[config.mk]
export PLATFORM = sky130hd
export DESIGN_NAME = fir_mac_serial
export DESIGN_NICKNAME = d
export VERILOG_FILES = /design/src/rtl/fir_mac_serial.sv
export SDC_FILE = /design/constraint.sdc
export NUM_CORES = 1
export LEC_CHECK = 0
export CORE_UTILIZATION = 55
export CTS_BUF_LIST = sky130_fd_sc_hd__clkbuf_4 sky130_fd_sc_hd__clkbuf_8
export DETAILED_ROUTE_END_ITERATION = 12
export HOLD_SLACK_MARGIN = 0.02
export PLACE_DENSITY = 0.8
export SLEW_MARGIN = 5
export SYNTH_ARGS = -nofsm -noshare
export SYNTH_HDL_FRONTEND = slang
export SYNTH_SLANG_ARGS = --single-unit
export TNS_END_PERCENT = 30
[constraint.sdc]
create_clock -name clk -period 5.9 [get_ports clk]
set_clock_uncertainty 0.15 [all_clocks]
set_input_delay 1.18 -clock clk [delete_from_list [all_inputs] [get_ports clk]]
set_output_delay 1.18 -clock clk [all_outputs]
set_load 0.01 [all_outputs]
[src/rtl/fir_mac_serial.sv]
// Time-multiplexed FIR: one signed multiplier and one accumulator walk the taps per sample,
// then the scaled, saturated result is registered with a one-cycle out_valid pulse.
module fir_mac_serial #(
    parameter int WIDTH_DATA = 8,
    parameter int WIDTH_COEF = 8,
    parameter int TAPS       = 8,
    parameter int SHIFT      = 0
) (
    input  logic                          clk,
    input  logic                          reset,
    input  logic signed [WIDTH_DATA-1:0]  in_data,
    input  logic                          in_valid,
    output logic                          in_ready,
    input  logic                          coef_we,
    input  logic [$clog2(TAPS)-1:0]       coef_addr,
    input  logic signed [WIDTH_COEF-1:0]  coef_data,
    output logic                          busy,
    output logic signed [WIDTH_DATA-1:0]  out_data,
    output logic                          out_valid
);

    localparam int AW         = $clog2(TAPS);
    localparam int WIDTH_PROD = WIDTH_DATA + WIDTH_COEF;
    localparam int WIDTH_ACC  = WIDTH_PROD + AW;

    localparam logic [AW:0]   TAPS_C   = (AW + 1)'(TAPS);
    localparam logic [AW-1:0] LAST_IDX = AW'(TAPS - 1);

    localparam logic signed [WIDTH_ACC-1:0] SAT_MAX =
        {{(WIDTH_ACC - WIDTH_DATA + 1){1'b0}}, {(WIDTH_DATA - 1){1'b1}}};
    localparam logic signed [WIDTH_ACC-1:0] SAT_MIN =
        {{(WIDTH_ACC - WIDTH_DATA + 1){1'b1}}, {(WIDTH_DATA - 1){1'b0}}};

    typedef enum logic [1:0] {
        IDLE,
        MAC,
        DONE
    } state_e;

    state_e                        state_q, state_d;
    logic [AW-1:0]                 idx_q, idx_d;
    logic signed [WIDTH_ACC-1:0]   acc_q, acc_d;
    logic signed [WIDTH_DATA-1:0]  out_data_q, out_data_d;
    logic                          out_valid_q, out_valid_d;

    logic signed [WIDTH_DATA-1:0]  x_q [TAPS];
    logic signed [WIDTH_COEF-1:0]  c_q [TAPS];

    logic                          accept;
    logic                          coef_wr;
    logic signed [WIDTH_PROD-1:0]  prod;
    logic signed [WIDTH_ACC-1:0]   shifted;
    logic signed [WIDTH_DATA-1:0]  sat;

    // Datapath helpers: handshake qualifiers, the shared product and output scaling.
    always_comb begin
        accept  = (state_q == IDLE) && in_valid;
        coef_wr = (state_q == IDLE) && coef_we && ({1'b0, coef_addr} < TAPS_C);
        prod    = WIDTH_PROD'(x_q[idx_q]) * WIDTH_PROD'(c_q[idx_q]);
        shifted = acc_q >>> SHIFT;
        if (shifted > SAT_MAX) begin
            sat = SAT_MAX[WIDTH_DATA-1:0];
        end else if (shifted < SAT_MIN) begin
            sat = SAT_MIN[WIDTH_DATA-1:0];
        end else begin
            sat = shifted[WIDTH_DATA-1:0];
        end
    end

    always_comb begin
        state_d     = state_q;
        idx_d       = idx_q;
        acc_d       = acc_q;
        out_data_d  = out_data_q;
        out_valid_d = 1'b0;
        unique case (state_q)
            IDLE: begin
                if (in_valid) begin
                    state_d = MAC;
                    acc_d   = '0;
                    idx_d   = '0;
                end
            end
            MAC: begin
                acc_d = acc_q + WIDTH_ACC'(prod);
                if (idx_q == LAST_IDX) begin
                    state_d = DONE;
                end else begin
                    idx_d = idx_q + AW'(1);
                end
            end
            DONE: begin
                out_data_d  = sat;
                out_valid_d = 1'b1;
                state_d     = IDLE;
            end
            default: state_d = IDLE;
        endcase
    end

    always_ff @(posedge clk or posedge reset) begin
        if (reset) begin
            state_q     <= IDLE;
            idx_q       <= '0;
            acc_q       <= '0;
            out_data_q  <= '0;
            out_valid_q <= 1'b0;
        end else begin
            state_q     <= state_d;
            idx_q       <= idx_d;
            acc_q       <= acc_d;
            out_data_q  <= out_data_d;
            out_valid_q <= out_valid_d;
        end
    end

    // A write and an accept on the same edge both land, so the new sample sees the new coefficient.
    always_ff @(posedge clk or posedge reset) begin
        if (reset) begin
            for (int k = 0; k < TAPS; k++) begin
                x_q[k] <= '0;
                c_q[k] <= '0;
            end
        end else begin
            if (accept) begin
                for (int k = TAPS - 1; k > 0; k--) begin
                    x_q[k] <= x_q[k-1];
                end
                x_q[0] <= in_data;
            end
            if (coef_wr) begin
                c_q[coef_addr] <= coef_data;
            end
        end
    end

    assign in_ready  = (state_q == IDLE);
    assign busy      = (state_q != IDLE);
    assign out_data  = out_data_q;
    assign out_valid = out_valid_q;

endmodule

# Word-level counts from Yosys, hierarchy flattened
# Index checks and enable logic that the tools add are counted.
[totals] register_bits=161 output_inout_bits=11
[classes] n_addsub=2 n_mul=1 n_lt_le_gt_ge=5 eq_ne=6 n_mux=20 bitwise=2 reduce_logical=9
[op_table] op="64-bit bitwise mux" count=1
[op_table] op="8-bit two-way mux" count=7
[op_table] op="8-bit binary-select mux with 3-bit select" count=2
[op_table] op="19-bit case mux with 2 select lines" count=1
[op_table] op="8-bit demux with 3-bit select" count=1
[op_table] op="19-bit by 16-bit adder with 19-bit output" count=1
[op_table] op="19-bit by 8-bit greater-than comparator with 1-bit output (second input constant)" count=1
[op_table] op="19-bit by 8-bit < comparator with 1-bit output (second input constant)" count=1
[op_table] op="19-bit two-way mux" count=1
[op_table] op="8-bit by 8-bit multiplier with 16-bit output" count=1
[op_table] op="4-bit greater-or-equal comparator (second input constant)" count=2
[op_table] op="3-bit NOT with 4-bit output" count=2
[op_table] op="3-bit two-way mux" count=2
[op_table] op="2-bit != test (second input constant)" count=3
[op_table] op="3-bit case mux with 2 select lines" count=1
[op_table] op="4-bit by 1-bit < comparator with 1-bit output (second input constant)" count=1
[op_table] op="2-bit two-way mux" count=2
[op_table] op="2-bit case mux with 2 select lines" count=1
[op_table] op="2-bit AND reduction" count=2
[op_table] op="2-bit nonzero test" count=2
[op_table] op="3-bit by 1-bit adder with 3-bit output (second input constant)" count=1
[op_table] op="3-bit == test (second input constant)" count=1
[op_table] op="1-bit logical AND" count=3
[op_table] op="3-bit AND reduction" count=1
[op_table] op="4 further kinds" count=4

# Depth between registers and ports, before layout
# Gate-level depths: netlist (run 1).
[depth] word_depth=7 mapped_depth=22 depth_no_buf=20

# Least setup slack after synthesis (run 1)
# Ideal clock, no wire load.
[synth_timing] kind="register -> register" start="register idx_q[0]" end="register acc_q[17]" setup_time_ns=0.137 t_arrival_ns=5.950 t_required_ns=5.613 setup_slack_ns=-0.337 stages_incl_launch_ff=18 cell_sequence="dfrtp_1 -> buf_6 -> buf_6 -> mux4_1 -> mux2_2 -> nor2b_1 -> fa_1 -> fa_1 -> fa_1 -> fa_1 -> ha_1 -> ha_1 -> a211o_1 -> a211oi_2 -> nor3_1 -> a2111oi_2 -> xor2_1 -> o22ai_1"
[synth_via] elab_chain_cells=7 word_cells_on_any_way=10 classes_between="1 x add/sub; 1 x mul; 7 x mux; 1 x bitwise"
[synth_rtl] item="start: declaration" line_no="41" rtl="logic [AW-1:0] idx_q, idx_d;"
[synth_rtl] item="start signal: assignment" line_no="110" rtl="idx_q <= idx_d;"
[synth_rtl] item="3-bit NOT with 4-bit output (not written as such) (*)" line_no="59" rtl="prod = WIDTH_PROD'(x_q[idx_q]) * WIDTH_PROD'(c_q[idx_q]);"
[synth_rtl] item="8-bit binary-select mux with 3-bit select" line_no="59"
[synth_rtl] item="8-bit two-way mux (not written as such) (2 in a row)" line_no="59"
[synth_rtl] item="8-bit by 8-bit multiplier with 16-bit output (*)" line_no="59"
[synth_rtl] item="19-bit by 16-bit adder with 19-bit output (*)" line_no="85" rtl="acc_d = acc_q + WIDTH_ACC'(prod);"
[synth_rtl] item="19-bit case mux with 2 select lines (*)" line_no="76" rtl="unique case (state_q)"
[synth_rtl] item="end signal: assignment" line_no="105" rtl="acc_q <= '0;"
[synth_rtl] item="end signal: assignment" line_no="111" rtl="acc_q <= acc_d;"
[synth_rtl] item="end: declaration" line_no="42" rtl="logic signed [WIDTH_ACC-1:0] acc_q, acc_d;"
# Every way passes the cells marked *; elsewhere a longest branch is shown, timed or not. The select of a mux whose other input is x is not followed.
# A chain may end at the register's enable or synchronous reset.

# Worst setup path after layout (run 1)
# Ends and elaborated chain as after synthesis.

==> results of run 1 <==
[worst max path at each step]
stage                         startpoint               endpoint  slack (ps)  depth (start not counted)
floorplan           idx_q[0]$_DFFE_PP0P_  acc_q[14]$_DFFE_PP0P_         -70                         20
global placement    idx_q[0]$_DFFE_PP0P_  acc_q[14]$_DFFE_PP0P_         -80                         19
detailed placement  idx_q[0]$_DFFE_PP0P_  acc_q[14]$_DFFE_PP0P_        -240                         20
CTS                 idx_q[0]$_DFFE_PP0P_  acc_q[14]$_DFFE_PP0P_         -50                         19
global route        idx_q[0]$_DFFE_PP0P_  acc_q[15]$_DFFE_PP0P_        -270                         21
finish              idx_q[0]$_DFFE_PP0P_  acc_q[17]$_DFFE_PP0P_        -130                         20
[area by class of cell]
cell class              count  area (um2)
multi-input cells         537        6306
fillers                  1248        6222
flip-flops and latches    161        4030
repair buffers            112        1066
inverters                  97       369.1
well taps                 234       292.8
clock buffers              20       256.5
clock inverters            11       225.2
[timing repair]
action / CTS / global route
cloned: 0 / 2
pin swaps: 2 / 32
buffers inserted: 6 / 14
setup endpoints to repair: 7 / 10
hold endpoints to repair: 0 / 0
resized for setup: 7 / 63
hold buffers: 0 / 0
[registers in the layout (all words and copies together), names as in the netlist]
name       cells
idx_q          3
c_q           64
state_q        2
x_q           64
out_data       8
out_valid      1
acc_q         19
[layout by cell type, fill, tap and decap left out, types with 11 or more instances in the layout]
master | Yosys | final
clkbuf_8 | 0 | 17
nand2_1 | 41 | 41
ha_4 | 0 | 11
o21ai_0 | 18 | 14
nand2b_1 | 15 | 15
inv_1 | 97 | 94
fa_1 | 84 | 79
clkdlybuf4s50_1 | 0 | 33
ha_1 | 46 | 33
nor2_1 | 58 | 51
mux2_2 | 133 | 132
buf_4 | 2 | 61
mux4_2 | 27 | 28
dfrtp_1 | 161 | 160
[critical path: cells and delay by family (launching register included)]
family	cells	cell delay (ps)
flip-flops	1	380
AO/OA/AOI/OAI	4	1000
adder cells (fa/ha/maj)	6	2560
AND/OR/NAND/NOR	2	140
buffers and inverters	5	610
multiplexers	2	880
XOR/XNOR	1	170
[metal layers]
| layer | vias to the layer above | GRT usage | wire, um |
|---|---|---|---|
| met4 | 0 | 0.06883 | 477 |
| li1 | 2998 | - | - |
| met3 | 36 | 0.04103 | 797 |
| met2 | 137 | 0.3834 | 11430 |
| met1 | 3426 | 0.3120 | 9620 |
| met5 | - | 0 | 0 |
[stage by stage]
stage | instance area, um2 | TNS, ps | util
after floorplan | 10540 | -99.22 | -
after global placement | 11510 | -180.3 | 0.6133
after detailed placement | 11510 | -809.5 | 0.6133
after CTS | 12060 | -175.5 | 0.6424
after global routing | 12550 | -1475 | 0.6685
final | 12550 | -284.8 | 0.6685
[kinds of logic after synthesis]
| family | count (synthesis) | synth area share |
|---|---|---|
| AO/OA/AOI/OAI | 65 | 0.04013 |
| XOR/XNOR | 20 | 0.01662 |
| adder cells (fa/ha/maj) | 130 | 0.2142 |
| buffers and inverters | 124 | 0.04785 |
| flip-flops | 161 | 0.3823 |
| multiplexers | 178 | 0.2372 |
| AND/OR/NAND/NOR | 144 | 0.06162 |
==> impl_metrics.env, run 1 <==
export IMPL_status="finished, violations left"
export IMPL_violations="negative setup slack"
export IMPL_min_period_over_period=1.022
export IMPL_grt_max_degree=99
export IMPL_synth_area_leader_cell="dfrtp_1"
export IMPL_yosys_cell_types_count=44
export IMPL_root_buffer="clkbuf_8"
export IMPL_synthesis_nets=975
export IMPL_hp_start="out_data[4]$_DFFE_PP0P_"
export IMPL_drt_iter0_drc=362
export IMPL_worstHoldPathType="register to register"
export IMPL_crit_top_cell="fa_1"
export IMPL_die_w_um=140.4
export IMPL_endpoint_kind="register"
export IMPL_cts_tree="yes"
export IMPL_syn_inst=822
export IMPL_clock_path_buffers=2
export IMPL_tightest_slew_ps=1003
export IMPL_numCtsBuffers=17
export IMPL_drt_pre_antenna_iters=4
export IMPL_min_to="out_data[4]$_DFFE_PP0P_"
export IMPL_synthArstFlopShare=1.000
export IMPL_place_congestion=0.8787
export IMPL_antenna_found_initial=0
export IMPL_die_area_mm2=0.01972
export IMPL_holdPathStages=2
export IMPL_io_buffer_count=33
export IMPL_critical_path_class="register to register"
export IMPL_setup_viol=3
export IMPL_overflow=0
export IMPL_std_cell_rows=50
export IMPL_htreeDepth=4
export IMPL_grt_pass1_wl_um=34900
export IMPL_slew_violations=0
export IMPL_synth_main_ff_cell="dfrtp_1"
export IMPL_crit_path_start_kind="register"
export IMPL_drc_errors=0
export IMPL_r2r_slack_ps=-130
export IMPL_grt_pass1_vias=6886
export IMPL_start_util=0.5615
export IMPL_synth_most_common_cell="dfrtp_1"
export IMPL_clk_pin_slew_ps=100
export IMPL_max_slew_margin_rel=0.3311
export IMPL_yosysWarnings=0
export IMPL_hold_violations=0
export IMPL_r2r_end="acc_q[17]$_DFFE_PP0P_"
export IMPL_die_y_um=140.4
export IMPL_layout_cells_non_filler=1172
export IMPL_reg2reg_depth=20
export IMPL_crit_fanout=6
export IMPL_hpwl_um=15200
export IMPL_pre_cts_ws_ps=-236.5
export IMPL_ys_ff_latch=161
export IMPL_globalRouteTotalUtil=0.2308
export IMPL_synth_area_leaders="dfrtp_1, fa_1, mux2_2"
export IMPL_yosys_top_cells_count="dfrtp_1, mux2_2, inv_1"
export IMPL_arrival_ps=6210
export IMPL_area_growth_pct=19.06
export IMPL_crit_chain="buf_12 > buf_8 > mux4_2 > mux2i_4 > buf_6 > buf_4 > buf_4 > nor2_1 > fa_2 > fa_1 > fa_1 > fa_1 > ha_1 > ha_2 > a211o_1 > a211oi_4 > nor3_4 > a2111oi_4 > xor2_1 > o22ai_1"
export IMPL_final_nets=1079
export IMPL_drt_total_wl_um=22330
export IMPL_ant_nets=0
export IMPL_cp_slowest_stage_delay_ps=540
export IMPL_cpMaxStageDelayCell="mux4_2"
export IMPL_min_period_ps=6029
export IMPL_synth_top_cell_area_share=0.3823
export IMPL_synth_edf_count=0
export IMPL_holdWs_ps=329.2
export IMPL_num_vias=6597
export IMPL_clock_sinks=161
export IMPL_max_cap_violations=0
export IMPL_via_per_inst=5.629
export IMPL_dp_cells=1119
export IMPL_grt_setup_unrepaired="true"
export IMPL_fin_ws_ps=-129.2
export IMPL_postSynthAreaPerCell_um2=12.82
export IMPL_core_mm2=0.01877
export IMPL_layout_drive_gt1_share=0.3561
export IMPL_ys_seq_area_frac=0.3823
export IMPL_diodes=0
export IMPL_clock_latency_ps=480
export IMPL_rr_startpoint="idx_q[0]$_DFFE_PP0P_"
export IMPL_syn_area_mm2=0.01054
export IMPL_io_pins=34
export IMPL_wire_per_inst_um=19.05
export IMPL_fmax_ghz=0.1659
export IMPL_cp_required_ps=6080
Power of run 1 is left out: the tool's default activity adds up to more than one toggle a clock period on the data nets, which glitch-free logic cannot reach.
==> inputs of run 2 (changes only) <==
Settings changed: RECOVER_POWER set to 50.
==> results of run 2 <==
Final layout, timing and power as in run 1 (identical DEF).
Power of run 2 is left out for the same reason.
==> inputs of run 3 (changes only) <==
Settings changed: REMOVE_ABC_BUFFERS set to 1.
==> run 3 against run 2 <==
  * The run still ends with negative setup slack left
  * Non-clock buffer count fell by 7
  * Hold slack gained 1.7 ps
  * Via count fell by 0.38%
  * First-iteration DRC count decreased by 2.8%
  * Die area stayed put
  * Setup slack improved by 68 ps
  * Core utilization decreased by 0.85 points
==> impl_metrics.env, run 3 (same netlist as run 1, synthesis figures left out) <==
export IMPL_grt_setup_unrepaired="true"
export IMPL_wire_per_inst_um=18.60
export IMPL_start_util=0.5615
export IMPL_cp_required_ps=6060
export IMPL_crit_fanout=11
export IMPL_core_mm2=0.01877
export IMPL_drc_errors=0
export IMPL_die_y_um=140.4
export IMPL_tightest_slew_ps=988.1
export IMPL_root_buffer="clkbuf_8"
export IMPL_globalRouteTotalUtil=0.2400
export IMPL_status="finished, violations left"
export IMPL_dp_cells=1124
export IMPL_fill_cells=1291
export IMPL_die_w_um=140.4
export IMPL_endpoint_kind="register"
export IMPL_fin_ws_ps=-60.92
export IMPL_design_area_mm2=0.01239
export IMPL_setup_viol=3
export IMPL_seq_area_mm2=0.004030
export IMPL_arrival_ps=6120
export IMPL_multi_input_area_mm2=0.006312
export IMPL_cts_tree="yes"
export IMPL_worstHoldPathType="register to register"
export IMPL_clock_path_buffers=2
export IMPL_grt_pass1_wl_um=36380
export IMPL_drt_total_wl_um=21690
export IMPL_via_per_inst=5.636
export IMPL_placed_area_mm2=0.01158
export IMPL_final_nets=1072
export IMPL_place_congestion=0.9023
export IMPL_critical_path_class="register to register"
export IMPL_clock_sinks=161
export IMPL_htreeDepth=4
export IMPL_overflow=0
export IMPL_layout_drive_gt1_share=0.3466
export IMPL_min_period_over_period=1.010
export IMPL_hold_violations=0
export IMPL_io_buffer_count=33
export IMPL_violations="negative setup slack"
export IMPL_diodes=0
export IMPL_area_growth_pct=17.54
export IMPL_final_cell_mix="dfrtp_1, mux2_2, inv_1"
export IMPL_die_area_mm2=0.01972
export IMPL_numCtsBuffers=17
export IMPL_antenna_found_initial=0
export IMPL_layout_cells_non_filler=1166
export IMPL_grt_max_degree=97
export IMPL_std_cell_rows=50
export IMPL_fmax_ghz=0.1678
export IMPL_slew_violations=0
export IMPL_clk_pin_slew_ps=90
export IMPL_drt_iter0_drc=352
export IMPL_io_pins=34
export IMPL_num_vias=6572
export IMPL_hpwl_um=15670
export IMPL_max_slew_margin_rel=0.3412
export IMPL_layout_commonest_cell="dfrtp_1"
export IMPL_ant_nets=0
export IMPL_clock_latency_ps=470
export IMPL_drt_pre_antenna_iters=5
export IMPL_holdWs_ps=330.9
export IMPL_max_cap_violations=0
export IMPL_grt_pass1_vias=7179
export IMPL_reg_top3="c_q x64, x_q x64, acc_q x19"
export IMPL_min_period_ps=5961
export IMPL_crit_path_start_kind="register"
==> run 3: worst max-delay path: stages (launching register included) <==
cell       delay, ps
dfrtp_2          480
buf_4            180
mux4_2           530
mux2i_4          280
buf_6            170
nor2b_4           50
buf_12           140
fa_1             460
fa_1             500
fa_1             530
fa_1             490
ha_1             310
ha_1             310
a211o_1          360
a211oi_4         260
nor3_2            90
a2111oi_4        210
xor2_1           190
o22ai_1          100
==> run 3: layout make-up <==
class / instances / area share
repair buffers: 105 / 0.08142
inverters: 97 / 0.02980
clock inverters: 11 / 0.007779
well taps: 234 / 0.02364
flip-flops and latches: 161 / 0.3254
clock buffers: 21 / 0.02233
multi-input cells: 537 / 0.5096
==> run 3: worst paths after layout <==
kind | depth (start not counted) | slack (ps) | startpoint | to
worst max-delay path | 18 | -60 | idx_q[0]$_DFFE_PP0P_ | acc_q[17]$_DFFE_PP0P_
worst min-delay path | 2 | 330 | out_data[3]$_DFFE_PP0P_ | out_data[3]$_DFFE_PP0P_
worst max register to register | 18 | -60 | idx_q[0]$_DFFE_PP0P_ | acc_q[17]$_DFFE_PP0P_
worst min register to register | 2 | 330 | out_data[3]$_DFFE_PP0P_ | out_data[3]$_DFFE_PP0P_
max in group asynchronous | 3 | 3460 | reset | c_q[1]$_DFFE_PP0P_
min in group asynchronous | 2 | 1110 | reset | out_data[0]$_DFFE_PP0P_
==> run 3: metal layers <==
layer | global-route usage | wire length [um] | up-vias
met1 | 0.3075 | 9487 | 3415
met5 | 0 | 0 | -
met3 | 0.04205 | 662 | 39
li1 | - | - | 2982
met4 | 0.08155 | 415 | 0
met2 | 0.4137 | 11130 | 136
==> run 3: through the flow <==
| stage | utilization | setup TNS, ps | setup WS [ps] |
|---|---|---|---|
| after floorplan | - | -9489 | -1286 |
| after global placement | 0.6171 | -70.73 | -32.14 |
| after detailed placement | 0.6171 | -333.8 | -133.2 |
| after CTS | 0.6491 | 0 | 7.549 |
| after global routing | 0.6599 | -1365 | -262.5 |
| final | 0.6599 | -89.50 | -60.92 |
==> run 3: timing repair <==
action,CTS,global route
resized for setup,33,35
endpoints found under the setup margin,5,9
hold buffers,0,0
pin swaps,9,28
cloned,1,0
buffers inserted,6,4
Power of run 3 is left out for the same reason.
